### src/rtl/branch_predictor.sv
// Branch target buffer with 2-bit saturating counters plus EX-stage branch
// resolution. Predicts for the fetch PC, resolves the EX instruction against
// the prediction it carried, trains the table and keeps branch statistics.
module branch_predictor #(
   parameter int IDX_W = 4,
   parameter int CNT_W = 16
) (
   input  logic             clk,
   input  logic             rstn,
   input  logic [31:0]      IFPC,
   output logic             PredTaken,
   output logic [31:0]      PredTarget,
   input  logic             EXValid,
   input  logic             EXBranch,
   input  logic             EXJump,
   input  logic [31:0]      EXPC,
   input  logic             EXTaken,
   input  logic [31:0]      EXTarget,
   input  logic             EXPredTaken,
   input  logic [31:0]      EXPredTarget,
   output logic [1:0]       Nexttype,
   output logic [31:0]      RedirectPC,
   output logic [CNT_W-1:0] BranchCnt,
   output logic [CNT_W-1:0] MispredCnt
);

   localparam int ENTRIES = 1 << IDX_W;
   localparam int TAG_W   = 32 - IDX_W - 2;

   // Next-PC selector seen by the hazard unit.
   typedef enum logic [1:0] {
      NT_PCPLUS4     = 2'b00,
      NT_BRANCH      = 2'b01,
      NT_BRANCHWRONG = 2'b10,
      NT_JUMP        = 2'b11
   } next_type_e;

   logic [ENTRIES-1:0] valid_q;
   logic [TAG_W-1:0]   tag_q    [ENTRIES];
   logic [31:0]        target_q [ENTRIES];
   logic [1:0]         cnt_q    [ENTRIES];

   logic [CNT_W-1:0]   branch_cnt_q;
   logic [CNT_W-1:0]   mispred_cnt_q;

   logic [IDX_W-1:0]   if_idx;
   logic [TAG_W-1:0]   if_tag;
   logic               if_hit;
   logic [31:0]        if_pc_plus4;

   logic [IDX_W-1:0]   ex_idx;
   logic [TAG_W-1:0]   ex_tag;
   logic               ex_hit;
   logic [31:0]        ex_pc_plus4;
   logic               train_en;
   logic               pred_correct;
   next_type_e         next_type;

   assign if_idx      = IFPC[IDX_W+1:2];
   assign if_tag      = IFPC[31:IDX_W+2];
   assign if_pc_plus4 = IFPC + 32'd4;
   assign ex_idx      = EXPC[IDX_W+1:2];
   assign ex_tag      = EXPC[31:IDX_W+2];
   assign ex_pc_plus4 = EXPC + 32'd4;
   assign train_en    = EXValid && EXBranch;

   // Fetch-side lookup; reads the pre-update entry, no bypass from training.
   always_comb begin
      if_hit     = valid_q[if_idx] && (tag_q[if_idx] == if_tag);
      PredTaken  = if_hit && cnt_q[if_idx][1];
      PredTarget = PredTaken ? target_q[if_idx] : if_pc_plus4;
   end

   // EX-stage resolution against the prediction carried down the pipe.
   always_comb begin
      // NOTE: every output gets a default first so no path can infer a latch.
      next_type    = NT_PCPLUS4;
      RedirectPC   = ex_pc_plus4;
      ex_hit       = valid_q[ex_idx] && (tag_q[ex_idx] == ex_tag);
      pred_correct = (EXPredTaken == EXTaken) &&
                     (!EXTaken || (EXPredTarget == EXTarget));
      if (!EXValid) begin
         next_type = NT_PCPLUS4;
      end else if (EXJump) begin
         next_type  = NT_JUMP;
         RedirectPC = EXTarget;
      end else if (EXBranch) begin
         if (pred_correct) begin
            next_type = NT_BRANCH;
         end else begin
            next_type  = NT_BRANCHWRONG;
            RedirectPC = EXTaken ? EXTarget : ex_pc_plus4;
         end
      end
   end

   assign Nexttype = next_type;

   // Table training on resolved conditional branches.
   always_ff @(posedge clk or negedge rstn) begin
      if (!rstn) begin
         // NOTE: the table is small and must come up invalid with weakly
         // not-taken counters, so it is held in flops with a full reset
         // rather than in a RAM macro.
         valid_q <= '0;
         for (int i = 0; i < ENTRIES; i++) begin
            tag_q[i]    <= '0;
            target_q[i] <= '0;
            cnt_q[i]    <= 2'b01;
         end
      end else if (train_en) begin
         // NOTE: state uses non-blocking assignments so every entry sees
         // pre-edge values regardless of statement order.
         if (ex_hit) begin
            if (EXTaken) begin
               if (cnt_q[ex_idx] != 2'b11) cnt_q[ex_idx] <= cnt_q[ex_idx] + 2'b01;
               target_q[ex_idx] <= EXTarget;
            end else if (cnt_q[ex_idx] != 2'b00) begin
               cnt_q[ex_idx] <= cnt_q[ex_idx] - 2'b01;
            end
         end else if (EXTaken) begin
            valid_q[ex_idx]  <= 1'b1;
            tag_q[ex_idx]    <= ex_tag;
            target_q[ex_idx] <= EXTarget;
            cnt_q[ex_idx]    <= 2'b10;
         end
      end
   end

   // Saturating branch and mispredict statistics.
   always_ff @(posedge clk or negedge rstn) begin
      if (!rstn) begin
         branch_cnt_q  <= '0;
         mispred_cnt_q <= '0;
      end else begin
         if ((next_type == NT_BRANCH || next_type == NT_BRANCHWRONG) &&
             (branch_cnt_q != {CNT_W{1'b1}})) begin
            branch_cnt_q <= branch_cnt_q + 1'b1;
         end
         if ((next_type == NT_BRANCHWRONG) && (mispred_cnt_q != {CNT_W{1'b1}})) begin
            mispred_cnt_q <= mispred_cnt_q + 1'b1;
         end
      end
   end

   assign BranchCnt  = branch_cnt_q;
   assign MispredCnt = mispred_cnt_q;

endmodule

### config.mk
export PLATFORM = sky130hd
export DESIGN_NAME = branch_predictor
export DESIGN_NICKNAME = d
export VERILOG_FILES = /design/src/rtl/branch_predictor.sv
export SDC_FILE = /design/constraint.sdc
export NUM_CORES = 2
export LEC_CHECK = 0
export ABC_AREA = 1
export BUFFER_PORTS_ARGS = -buffer_cell sky130_fd_sc_hd__buf_2
export CAP_MARGIN = 30
export CORE_UTILIZATION = 60
export DETAILED_ROUTE_END_ITERATION = 8
export PLACE_DENSITY = 0.78
export SKIP_CTS_REPAIR_TIMING = 1
export SLEW_MARGIN = 10
export SYNTH_ARGS = -nofsm -noshare
export SYNTH_HDL_FRONTEND = slang
export SYNTH_SLANG_ARGS = --single-unit
export TNS_END_PERCENT = 10
### constraint.sdc
create_clock -name clk -period 6.5 [get_ports clk]
set_input_delay 0.65 -clock clk [delete_from_list [all_inputs] [get_ports clk]]
set_output_delay 0.65 -clock clk [all_outputs]
set_load 0.005 [all_outputs]
==> results.json <==
{
  "drive_above_1_share": 0.0826,
  "critPathArrivalTime_ns": 4.86,
  "p_leak_uw": 0.0289,
  "worstPathRequired_ns": 5.85,
  "grt_max_degree": 170,
  "syn-num-nets": 7759,
  "drt-initial-drc-count": 7515,
  "dr_total_vias": 53743,
  "yosysWarnings": 0,
  "cts.htree.levels": 3,
  "cts_tree": "built",
  "drt-total-wl_mm": 196,
  "syn_inst": 7614,
  "cts_sinks": 1008,
  "fin_setup_tns_ns": 0,
  "antenna_found_initial": 17,
  "grt_pass1_wl_mm": 296,
  "setup_viol": 0,
  "hold_viol_final": 0,
  "relSlewSlack": 0.271,
  "worst_pin_slew_ns": 1.09,
  "maxCapViolations": 0,
  "critPathMaxFanout": 22,
  "syn-cell-area_sq_um": 54700,
  "ir_drop_mv": 0.236,
  "fmax_mhz": 181,
  "ys_types": 49,
  "grt.total_usage": 0.418,
  "rsz0062_at_grt": "false",
  "status": "finished clean",
  "ant_nets": 0,
  "grt_pass1_vias": 49437,
  "rows": 110,
  "ys.flop_type": "dfrtp_1",
  "vias_per_cell": 6.14,
  "first_pass_iters": 7,
  "layout_commonest_cell": "nand2_1",
  "final_cells": 8755,
  "pre_cts_slack_ns": 1.27,
  "yosysSeqAreaShare": 0.461,
  "cts_buffer_depth": 3,
  "layout.nets": 7633,
  "netlist.area_leader.share": 0.453,
  "fp.dieH_um": 304,
  "finalCritPeriodShare": 0.848,
  "critPathKind": "in -> out",
  "place_inst": 8549,
  "post-route-min-period_ns": 5.51,
  "synth_seq_cells": 1008,
  "layout_common_cells": "nand2_1, o21ai_0, dfrtp_1",
  "die_w_um": 304,
  "yosysTopAreaCell": "dfrtp_1",
  "end_kind": "primary output",
  "initial_utilization": 0.607,
  "routedWlPerCell_um": 22.4,
  "maxSlewViolCount": 0,
  "port_buffers": 233,
  "hold_class": "in -> reg",
  "yosys-top-cells-area": "dfrtp_1, nand2_1, o21ai_0",
  "setup_slack_ns": 0.988,
  "ios": 234,
  "hpwlAfterDp_mm": 123,
  "cts_root_buf": "clkbuf_16",
  "gp_congestion": 1.04,
  "numCtsBuffers": 106,
  "power_density_nw_per_um2": 295,
  "avgSynthCellArea_sq_um": 7.19,
  "critPathLaunchType": "input port",
  "finalClockSkew_ns": 0.0352,
  "clkTransAtPathRegs_ns": 0.06,
  "coreArea_sq_um": 90100,
  "synth_edf_count": 0,
  "die_area_sq_um": 92400,
  "p_total_uw": 17700,
  "area_growth_pct": 9.37,
  "grt.overflow.total": 0,
  "synthArstFlopShare": 1.00,
  "drcViolationCount": 0,
  "clock_latency_ns": 0.71
}
-- layout make-up --
cell class / instances / area [sq um]
tap: 1176 / 1470
clock buffer: 159 / 3190
multi-input combinational: 5233 / 24100
antenna: 3 / 7.51
clock inverter: 37 / 422
sequential: 1008 / 25200
timing repair buffer: 355 / 2430
fill: 7774 / 30300
inverter: 784 / 2970
-- power breakdown --
group,internal [uW],total (uW),switching [uW],leakage (uW)
logic,1110,3410,2310,0.0155
clock network,3670,6330,2660,0.00178
registers,7410,7920,513,0.0116
-- kinds of logic after synthesis --
group / count (synthesis) / share of synthesized area
AND/OR/NAND/NOR: 3097 / 0.231
AO/OA/AOI/OAI: 2030 / 0.189
buffers and inverters: 1373 / 0.102
flip-flops: 1008 / 0.461
XOR/XNOR: 96 / 0.0154
adder cells (fa/ha/maj): 10 / 0.00229
-- sequential cells by signal, indices dropped and copies added (netlist names) --
| register | count |
|---|---|
| BranchCnt | 16 |
| MispredCnt | 16 |
| cnt_q | 32 |
| tag_q | 416 |
| target_q | 512 |
| valid_q | 16 |
-- path summary, 6_finish.rpt --
path                             startpoint  slack [ns]  depth (start not counted)        endpoint
worst min-delay path            EXTarget[1]        0.26                          3   target_q[321]
max in group asynchronous              rstn        4.53                          3   target_q[156]
min in group asynchronous              rstn        0.53                          2       tag_q[79]
worst min register to register    cnt_q[22]        0.47                          2       cnt_q[22]
worst max register to register   tag_q[264]        2.54                         18        tag_q[0]
worst max-delay path                IFPC[4]        0.99                         15  PredTarget[30]
-- Yosys cell counts, drive strengths merged (23+ instances only) --
cell	n
dfrtp	992
nand4	53
nor3	37
o22ai	43
o21ai	1364
nor2	436
a21oi	584
nand2	2045
o211ai	23
xor2	77
buf	227
clkbuf	362
nand3	500
inv	780
-- routing by layer --
metal	part of all wire	vias up	track usage
li1	-	24236	-
met1	0.38	25012	0.575
met2	0.41	3813	0.593
met3	0.16	668	0.155
met4	0.046	14	0.177
met5	0.00039	-	0
-- through the flow --
step / utilization / hold slack, ns / area (sq um)
3_5_place_dp: 0.623 / 0.456 / 56100
6_report: 0.664 / 0.261 / 59900
3_3_place_gp: 0.622 / 0.449 / 56100
2_1_floorplan: - / 0.354 / 54700
4_1_cts: 0.663 / -0.0615 / 59700
5_1_grt: 0.664 / 0.272 / 59900
-- worst max-delay path: stages --
cell	delay (ns)
buf_4	0.39
nand2_1	0.30
inv_2	0.51
buf_4	0.32
nand4_1	0.15
nor3_1	0.32
nand4_1	0.51
nor3_2	0.63
nand3_1	0.23
or2_1	0.31
nor2_1	0.10
nor2_1	0.05
o21ai_0	0.16
nand2_1	0.06
buf_2	0.12
Note: power is estimated with default switching activity, not from simulation.
